File: src/rtl/weight_load_scheduler.sv
// Weight/bias buffer sequencer: one change_weight_bias command per PE request,
// counts the buffer's beats, acknowledges the PE array, then pulses task_finish.
module weight_load_scheduler #(
  parameter int GROUP_W      = 16,
  parameter int WEIGHT_BEATS = 72,
  parameter int BIAS_BEATS   = 1,
  parameter int BEAT_CNT_W   = 8
) (
  input  logic               system_clk,
  input  logic               rst,
  input  logic               cfg_valid,
  output logic               cfg_ready,
  input  logic [GROUP_W-1:0] cfg_group_num,
  input  logic               cfg_bias_en,
  input  logic               abort,
  input  logic               pe_weight_req,
  output logic               pe_weight_ack,
  output logic [GROUP_W-1:0] group_idx,
  output logic [1:0]         change_weight_bias,
  input  logic               weight_and_bias_ready,
  input  logic [8:0]         weight_bias_output_valid,
  output logic               task_finish,
  output logic               busy,
  output logic               beat_err,
  output logic [2:0]         dbg_state
);

  localparam logic [2:0] S_IDLE   = 3'd0;
  localparam logic [2:0] S_ARMED  = 3'd1;
  localparam logic [2:0] S_ISSUE  = 3'd2;
  localparam logic [2:0] S_WAIT   = 3'd3;
  localparam logic [2:0] S_ACK    = 3'd4;
  localparam logic [2:0] S_FINISH = 3'd5;

  localparam logic [GROUP_W-1:0]    LP_GRP_ONE  = GROUP_W'(1);
  localparam logic [BEAT_CNT_W-1:0] LP_BEAT_ONE = BEAT_CNT_W'(1);
  localparam logic [BEAT_CNT_W:0]   LP_EXP_W    = (BEAT_CNT_W+1)'(WEIGHT_BEATS);
  localparam logic [BEAT_CNT_W:0]   LP_EXP_WB   = (BEAT_CNT_W+1)'(WEIGHT_BEATS + BIAS_BEATS);

  logic [2:0]            r_state;
  logic [2:0]            w_next;
  logic [GROUP_W-1:0]    r_group_num;
  logic                  r_bias_en;
  logic [GROUP_W-1:0]    r_group_idx;
  logic [BEAT_CNT_W-1:0] r_beat_cnt;
  logic                  r_beat_err;
  logic                  w_beat;
  logic                  w_last;
  logic                  w_wait_done;
  logic                  w_mismatch;
  logic [BEAT_CNT_W:0]   w_beat_total;
  logic [BEAT_CNT_W:0]   w_beat_exp;

  // Handshakes: cfg is taken on an edge where cfg_valid & cfg_ready (IDLE only);
  // pe_weight_req is a level sampled only in ARMED; weight_and_bias_ready is
  // sampled only in WAIT, since the buffer drops it the cycle after the command.
  assign w_beat       = |weight_bias_output_valid;
  assign w_last       = (r_group_idx == (r_group_num - LP_GRP_ONE));
  assign w_wait_done  = (r_state == S_WAIT) && weight_and_bias_ready && !abort;
  assign w_beat_total = {1'b0, r_beat_cnt} + {{BEAT_CNT_W{1'b0}}, w_beat};
  assign w_beat_exp   = r_bias_en ? LP_EXP_WB : LP_EXP_W;
  // A saturated counter can no longer be trusted, so it always flags an error.
  assign w_mismatch   = (r_beat_cnt == '1) || (w_beat_total != w_beat_exp);

  always_comb begin
    w_next = r_state;
    case (r_state)
      S_IDLE:   if (cfg_valid) w_next = (cfg_group_num == '0) ? S_FINISH : S_ARMED;
      S_ARMED:  if (pe_weight_req) w_next = S_ISSUE;
      S_ISSUE:  w_next = S_WAIT;
      S_WAIT:   if (weight_and_bias_ready) w_next = S_ACK;
      S_ACK:    w_next = w_last ? S_FINISH : S_ARMED;
      S_FINISH: w_next = S_IDLE;
      default:  w_next = S_IDLE;
    endcase
    // FINISH is already the abort target, so it is left to complete normally.
    if (abort && (r_state != S_IDLE) && (r_state != S_FINISH)) w_next = S_FINISH;
  end

  always_ff @(posedge system_clk) begin
    if (rst) begin
      r_state     <= S_IDLE;
      r_group_num <= '0;
      r_bias_en   <= 1'b0;
      r_group_idx <= '0;
      r_beat_cnt  <= '0;
      r_beat_err  <= 1'b0;
    end else begin
      r_state <= w_next;
      if ((r_state == S_IDLE) && cfg_valid) begin
        r_group_num <= cfg_group_num;
        r_bias_en   <= cfg_bias_en;
        r_group_idx <= '0;
        r_beat_err  <= 1'b0;
      end
      if (r_state == S_ISSUE) begin
        r_beat_cnt <= '0;
      end else if ((r_state == S_WAIT) && w_beat && (r_beat_cnt != '1)) begin
        r_beat_cnt <= r_beat_cnt + LP_BEAT_ONE;
      end
      if (w_wait_done && w_mismatch) r_beat_err <= 1'b1;
      if ((r_state == S_ACK) && !abort && !w_last) r_group_idx <= r_group_idx + LP_GRP_ONE;
    end
  end

  assign cfg_ready          = (r_state == S_IDLE);
  assign busy               = (r_state != S_IDLE);
  assign pe_weight_ack      = (r_state == S_ACK);
  assign task_finish        = (r_state == S_FINISH);
  assign change_weight_bias = (r_state == S_ISSUE) ? (r_bias_en ? 2'b11 : 2'b01) : 2'b00;
  assign group_idx          = r_group_idx;
  assign beat_err           = r_beat_err;
  assign dbg_state          = r_state;

endmodule
File: config.mk
export PLATFORM = sky130hd
export DESIGN_NAME = weight_load_scheduler
export DESIGN_NICKNAME = d
export VERILOG_FILES = /design/src/rtl/weight_load_scheduler.sv
export SDC_FILE = /design/constraint.sdc
export NUM_CORES = 1
export LEC_CHECK = 0
export CAP_MARGIN = 0
export CORE_ASPECT_RATIO = 0.7
export CORE_MARGIN = 2
export CORE_UTILIZATION = 35
export DETAILED_ROUTE_END_ITERATION = 8
export SYNTH_ARGS = -nofsm -noshare
export SYNTH_HDL_FRONTEND = slang
export SYNTH_SLANG_ARGS = --single-unit
File: constraint.sdc
create_clock -name system_clk -period 3.7 [get_ports system_clk]
set_input_delay 0.925 -clock system_clk [delete_from_list [all_inputs] [get_ports system_clk]]
set_output_delay 0.925 -clock system_clk [all_outputs]
set_load 0.1 [all_outputs]
==> After elaboration in Yosys (flattened, before gate mapping) <==
Cells that the tools add are included.
{ "op_classes": {"n_reduce_logical": 23, "eq_ne": 16, "n_addsub": 4, "muxes": 14} }
{ "op_table": {"columns": ["operator", "count"], "rows": [
  ["2-to-1 mux 16 bit", 2],
  ["2-to-1 mux 3 bit", 6],
  ["adder 16 x 1 -> 16 bit (second input constant)", 1],
  ["equality test 16 bit", 1],
  ["zero test 16 bit", 1],
  ["subtractor 16 x 1 -> 16 bit (second input constant)", 1],
  ["case mux 3 bit (5 select lines)", 1],
  ["logical AND 1 bit", 10],
  ["adder 8 x 1 -> 9 bit", 1],
  ["inequality test 3 bit (second input constant)", 3],
  ["inequality test 9 x 7 -> 1 bit", 1],
  ["OR reduction 9 bit", 1],
  ["adder 8 x 1 -> 8 bit (second input constant)", 1],
  ["equality test 8 bit (second input constant)", 1],
  ["inequality test 8 bit (second input constant)", 1],
  ["equality test 3 x 2 -> 1 bit (second input constant)", 2],
  ["equality test 3 bit (second input constant)", 2],
  ["inequality test 2 bit (second input constant)", 3],
  ["AND reduction 3 bit", 2],
  ["2-to-1 mux 2 bit", 2],
  ["nonzero test 2 bit", 2],
  ["OR reduction 2 bit", 2],
  ["equality test 3 x 1 -> 1 bit (second input constant)", 1],
  ["zero test 3 bit", 1],
  ["5 further kinds", 8]
]} }
{ "word_totals": {"out_inout_bits": 26, "ff_bits": 45} }

==> Longest topological paths before layout <==
{ "depth": {"word_depth": 6, "depth_mapped": 11, "mapped_depth_nobuf": 11} }

==> Worst setup path before layout <==
No wires, ideal clock.
{ "synth_path": {"path_kind": "flip-flop to output port", "start": "reg r_state[1] (netlist: dbg_state[1])", "end": "out change_weight_bias[1]", "slack_ps": -835, "arrival_ps": 3610, "t_required_ps": 2775, "stages_incl_launch_ff": 5, "cell_sequence": "dfxtp_1 clkbuf_1 nand2b_1 nor2_1 and2_1"} }
{ "synth_between": {"elab_chain_cells": 2} }
{ "synth_rtl": {"columns": ["item", "line_no", "text"], "rows": [
  ["start, declared", "40", "logic [2:0] r_state;"],
  ["start signal, assigned", "89", "r_state <= w_next;"],
  ["equality test 3 x 2 -> 1 bit", "110", "assign change_weight_bias = (r_state == S_ISSUE) ? (r_bias_en ? 2'b11 : 2'b01) : 2'b00;"],
  ["2-to-1 mux 2 bit", "110", null],
  ["end, declared", "19", "output logic [1:0] change_weight_bias,"]
]} }
Every way passes these cells.

==> Worst setup path after layout <==
{ "layout_path": {"start": "reg r_group_num[4]", "end": "reg r_group_idx[2] (netlist: group_idx[2])"} }
{ "layout_between": {"elab_chain_cells": 5} }
{ "layout_rtl": {"columns": ["item", "line_no", "text"], "rows": [
  ["start, declared", "42", "logic [GROUP_W-1:0] r_group_num;"],
  ["start signal, assigned", "91", "r_group_num <= cfg_group_num;"],
  ["subtractor 16 x 1 -> 16 bit (*)", "58", "assign w_last = (r_group_idx == (r_group_num - LP_GRP_ONE));"],
  ["equality test 16 bit (*)", "58", null],
  ["zero test 1 bit (*)", "102", "if ((r_state == S_ACK) && !abort && !w_last) r_group_idx <= r_group_idx + LP_GRP_ONE;"],
  ["logical AND 1 bit (*)", "102", null],
  ["2-to-1 mux 16 bit / nonzero test 2 bit (equally long branches)", null, null],
  ["end signal, assigned", "102", null],
  ["end, declared", "44", "logic [GROUP_W-1:0] r_group_idx;"]
]} }
Every way passes the cells marked *; elsewhere a longest branch is shown, timed or not.
A chain may end at the register's enable or synchronous reset.

==> results.rst <==
.. list-table::
   :header-rows: 1

   * - Metric
     - Value
   * - Kind of end point of the critical path
     - flip-flop
   * - Hold bufs inserted after CTS
     - 0
   * - Num rows
     - 27
   * - Clock tree sinks
     - 45
   * - Final layout net count
     - 454
   * - Total I/O pin count
     - 58
   * - Synthesized area divided by synthesized cell count
     - 7.768 µm²
   * - Multiplexer share of the synthesized area
     - 0.01163
   * - Worst setup path start
     - r_group_num[4]
   * - Worst flop-to-flop path endpoint
     - group_idx[2]
   * - Number of antenna repair diodes
     - 0
   * - Final ANT Viol Nets
     - 0
   * - Register-to-Register Path Depth
     - 9
   * - Seq cells post-synth
     - 45
   * - Hold Crit Start
     - r_group_num[1]
   * - Compound-Gate Fraction of Synth Area
     - 0.1682
   * - Slew at the pin with the worst max-slew slack
     - 1.062 ns
   * - Post-Synth Adder-Cell Area
     - 0.02237
   * - Headroom to the max-slew limit
     - 0.2907
   * - Final critical path time including I/O delays and setup
     - 3.387 ns
   * - Sequential share of the synthesized area
     - 0.3221
   * - Width of the die
     - 110.8 µm
   * - # port buffers
     - 57
   * - Flop2flop setup slack
     - 0.31 ns
   * - First-pass iteration count of the detailed router
     - 6
   * - Number of failing hold endpoints at the final stage
     - 0
   * - Placed cells
     - 511
   * - LEAKAGE
     - 1.461 nW
   * - Area share of and/or/nand/nor cells after synthesis
     - 0.3333
   * - Clock latency reported for the late side of the worst-skew pair
     - 0.28 ns
   * - Wirelength per Cell
     - 14.82 µm
   * - Cell Count, Final, Fillers Out
     - 519
   * - Critical path class
     - flip-flop to flip-flop
   * - Detailed Place HPWL
     - 5949 µm
   * - Die Ht
     - 78.79 µm
   * - Count of distinct cell types in the synthesized netlist
     - 58
   * - Total routed wirelength
     - 7689 µm
   * - Global-route track usage on met2
     - 0.2521
   * - Combinational family with the most area after synthesis
     - simple AND/OR/NAND/NOR gates
   * - Routability-driven placement congestion ratio
     - 0.9202
   * - Arrival time at the worst endpoint
     - 3.62 ns
   * - Most used DFF post-synth
     - sky130_fd_sc_hd__dfxtp_1
   * - Number of endpoints failing setup at the final stage
     - 0
   * - Met3 track demand over resource in global routing
     - 0.03664
   * - F_max
     - 0.2953 GHz
   * - Core Region
     - 7804 µm²
   * - Instance count of the mapped netlist
     - 360
   * - Worst Setup Start Kind
     - flip-flop
   * - Maximum vdd ir drop
     - 0.2155 mV
   * - Post-cts sizing count
     - 0
   * - Cell area after technology mapping
     - 2796 µm²
   * - Fraction of layout instances using a drive strength above 1
     - 0.1555
   * - Worst setup skew after layout
     - 0.004516 ns
   * - Yosys synthesis warning count
     - 0
   * - Cell chosen for the clock root
     - sky130_fd_sc_hd__clkbuf_16
   * - Endpoint required time on the critical path
     - 3.93 ns
   * - Clk slew on worst S/H paths
     - 0.06 ns
   * - Most utilized layer in the global route result
     - met1
   * - CTS tree
     - done
   * - Total nets after synthesis
     - 397
   * - Synth async-reset ratio
     - 0
   * - Power density over cell area
     - 480.7 nW/µm²
   * - Post-route clock period utilization
     - 0.9154
   * - Worst Hold Class
     - flip-flop to flip-flop
   * - Routed vias/inst
     - 5.301
   * - Number of max-slew violations in the final report
     - 0
   * - Post-synth EDFFs
     - 0
   * - Vias
     - 2751
   * - Synthesis-to-layout area growth
     - 27.92%
   * - Via count of the first global-routing pass
     - 2484
   * - Initial Util
     - 0.3583
   * - Overall power
     - 0.001719 W
   * - Remaining Overflow, GRT
     - 0
   * - Worst Hold End
     - r_group_num[1]
   * - Count of maximum capacitance violations
     - 0
   * - CTS H-Tree Depth
     - 2
   * - Unrepaired setup endpoints after global routing
     - no
   * - Antenna violations before repair
     - 0
   * - Largest fanout on the critical path
     - 21
   * - Outcome
     - finished, final reports clean
   * - Largest net degree at the start of global routing
     - 27
   * - Number of cells on the worst hold path
     - 2
   * - DR iter-0 viols
     - 241
   * - Global router's overall resource usage
     - 0.1770
   * - Met1 Resource Use GR
     - 0.2693
   * - Global-route wire length before repair
     - 12550 µm
   * - Area of the die
     - 8732 µm²
   * - Worst reg2reg path startpoint
     - r_group_num[4]
   * - DRC violation count after routing
     - 0
   * - Number of clock buffers inserted by TritonCTS
     - 5
   * - Number of buffers on the longest clock path
     - 2
   * - Post-synthesis share of cell area spent on xor and xnor gates
     - 0.09351
   * - Number of buffers inserted by post-CTS setup repair
     - 0
## cells in the mapped netlist (all sizes together) (2+ instances only)
| master | number | area share |
|---|---|---|
| nand2 | 62 | 0.083 |
| dfxtp | 45 | 0.32 |
| nor2 | 35 | 0.048 |
| a21oi | 27 | 0.048 |
| xor2 | 16 | 0.050 |
| and3 | 15 | 0.034 |
| nor4 | 14 | 0.036 |
| xnor2 | 13 | 0.043 |
| inv | 11 | 0.015 |
| a221o | 10 | 0.036 |
| clkbuf | 10 | 0.014 |
| nand3 | 10 | 0.018 |
| o21ai | 10 | 0.018 |
| buf | 7 | 0.020 |
| nor3 | 7 | 0.018 |
| or2 | 6 | 0.013 |
| or3 | 6 | 0.013 |
| ha | 5 | 0.022 |
| nor2b | 5 | 0.011 |
| nor3b | 5 | 0.013 |
| or4 | 5 | 0.016 |
| a211oi | 3 | 0.0098 |
| a31oi | 3 | 0.0067 |
| nand2b | 3 | 0.0067 |
| a22o | 2 | 0.0063 |
| mux2 | 2 | 0.0081 |
| nand4 | 2 | 0.0045 |
| o21bai | 2 | 0.0054 |
## sequential cells by signal, indices dropped and copies added (netlist names)
| register | cells |
|---|---|
| r_bias_en | 1 |
| beat_err | 1 |
| group_idx | 16 |
| dbg_state | 3 |
| r_group_num | 16 |
| r_beat_cnt | 8 |
## power breakdown
| part | total [W] | internal, W | switching (W) |
|---|---|---|---|
| registers | 0.000568 | 0.000517 | 0.0000503 |
| clock network | 0.000474 | 0.000286 | 0.000188 |
| logic | 0.000678 | 0.000233 | 0.000444 |
| total | 0.00172 | 0.00104 | 0.000682 |
## cell families (layout without fill, tap and decap cells)
group	Yosys count	count (layout)
flops	45	45
simple gates	181	181
compound gates	69	69
fa+ha+maj	5	5
mux	3	3
buf+inv	28	86
xor+xnor	29	29
## how the worst max path moves through the flow
stage	cells past startpoint	to
CTS	9	group_idx[2]
finish	9	group_idx[2]
floorplan	4	change_weight_bias[1]
global placement	10	beat_err
detailed placement	9	group_idx[2]
global route	10	group_idx[2]
## routing by layer
layer	part of all wire	vias to the layer above	wire length, µm
met5	0	-	0
met4	0.0082	0	63
met1	0.53	1254	4093
li1	-	1397	-
met2	0.40	93	3093
met3	0.057	7	440
## per-stage QoR
step                      worst slack [ns]  hold WS [ns]  setup TNS (ns)  utilization  cell area, µm²
after floorplan                    -0.3569        0.4441         -0.3569            -            2805
after global placement              0.4089        0.4673               0       0.4382            3420
after detailed placement            0.3334        0.4774               0       0.4382            3420
after CTS                           0.2955        0.4878               0       0.4584            3577
after global routing              0.002607        0.4959               0       0.4584            3577
final                               0.3132        0.4852               0       0.4584            3577
## critical path, cell delays in order (launching register included)
cell and delay (ns):
sky130_fd_sc_hd__dfxtp_1 0.36, sky130_fd_sc_hd__or4_4 0.55, sky130_fd_sc_hd__or3_1 0.39, sky130_fd_sc_hd__or3_1 0.37, sky130_fd_sc_hd__xnor2_2 0.16, sky130_fd_sc_hd__nor4_2 0.08, sky130_fd_sc_hd__a211oi_2 0.90, sky130_fd_sc_hd__buf_4 0.27
sky130_fd_sc_hd__o21ai_0 0.08, sky130_fd_sc_hd__a21bo_2 0.18
## cell type report
class                      count  area [µm²]
fill                         783        4227
multi-input combinational    287        1768
sequential                    45       900.9
timing repair buffer          67       583.1
clock buffer                   7       152.6
tap                          101       126.4
inverter                      11       41.29
clock inverter                 1       5.005
## layout by cell type (no fill, tap or decap), types with 10 or more instances in the layout
cell type                         netlist  final
sky130_fd_sc_hd__a21oi_1               27     27
sky130_fd_sc_hd__a221o_1               10     10
sky130_fd_sc_hd__and3_1                15     15
sky130_fd_sc_hd__buf_4                  1     35
sky130_fd_sc_hd__clkdlybuf4s50_1        0     32
sky130_fd_sc_hd__dfxtp_1               45     45
sky130_fd_sc_hd__inv_1                 11     11
sky130_fd_sc_hd__nand2_1               62     62
sky130_fd_sc_hd__nand3_1               10     10
sky130_fd_sc_hd__nor2_1                34     33
sky130_fd_sc_hd__nor4_1                12     12
sky130_fd_sc_hd__xnor2_1               12     12
sky130_fd_sc_hd__xor2_1                16     16
Power figures use the tool's default switching activity.
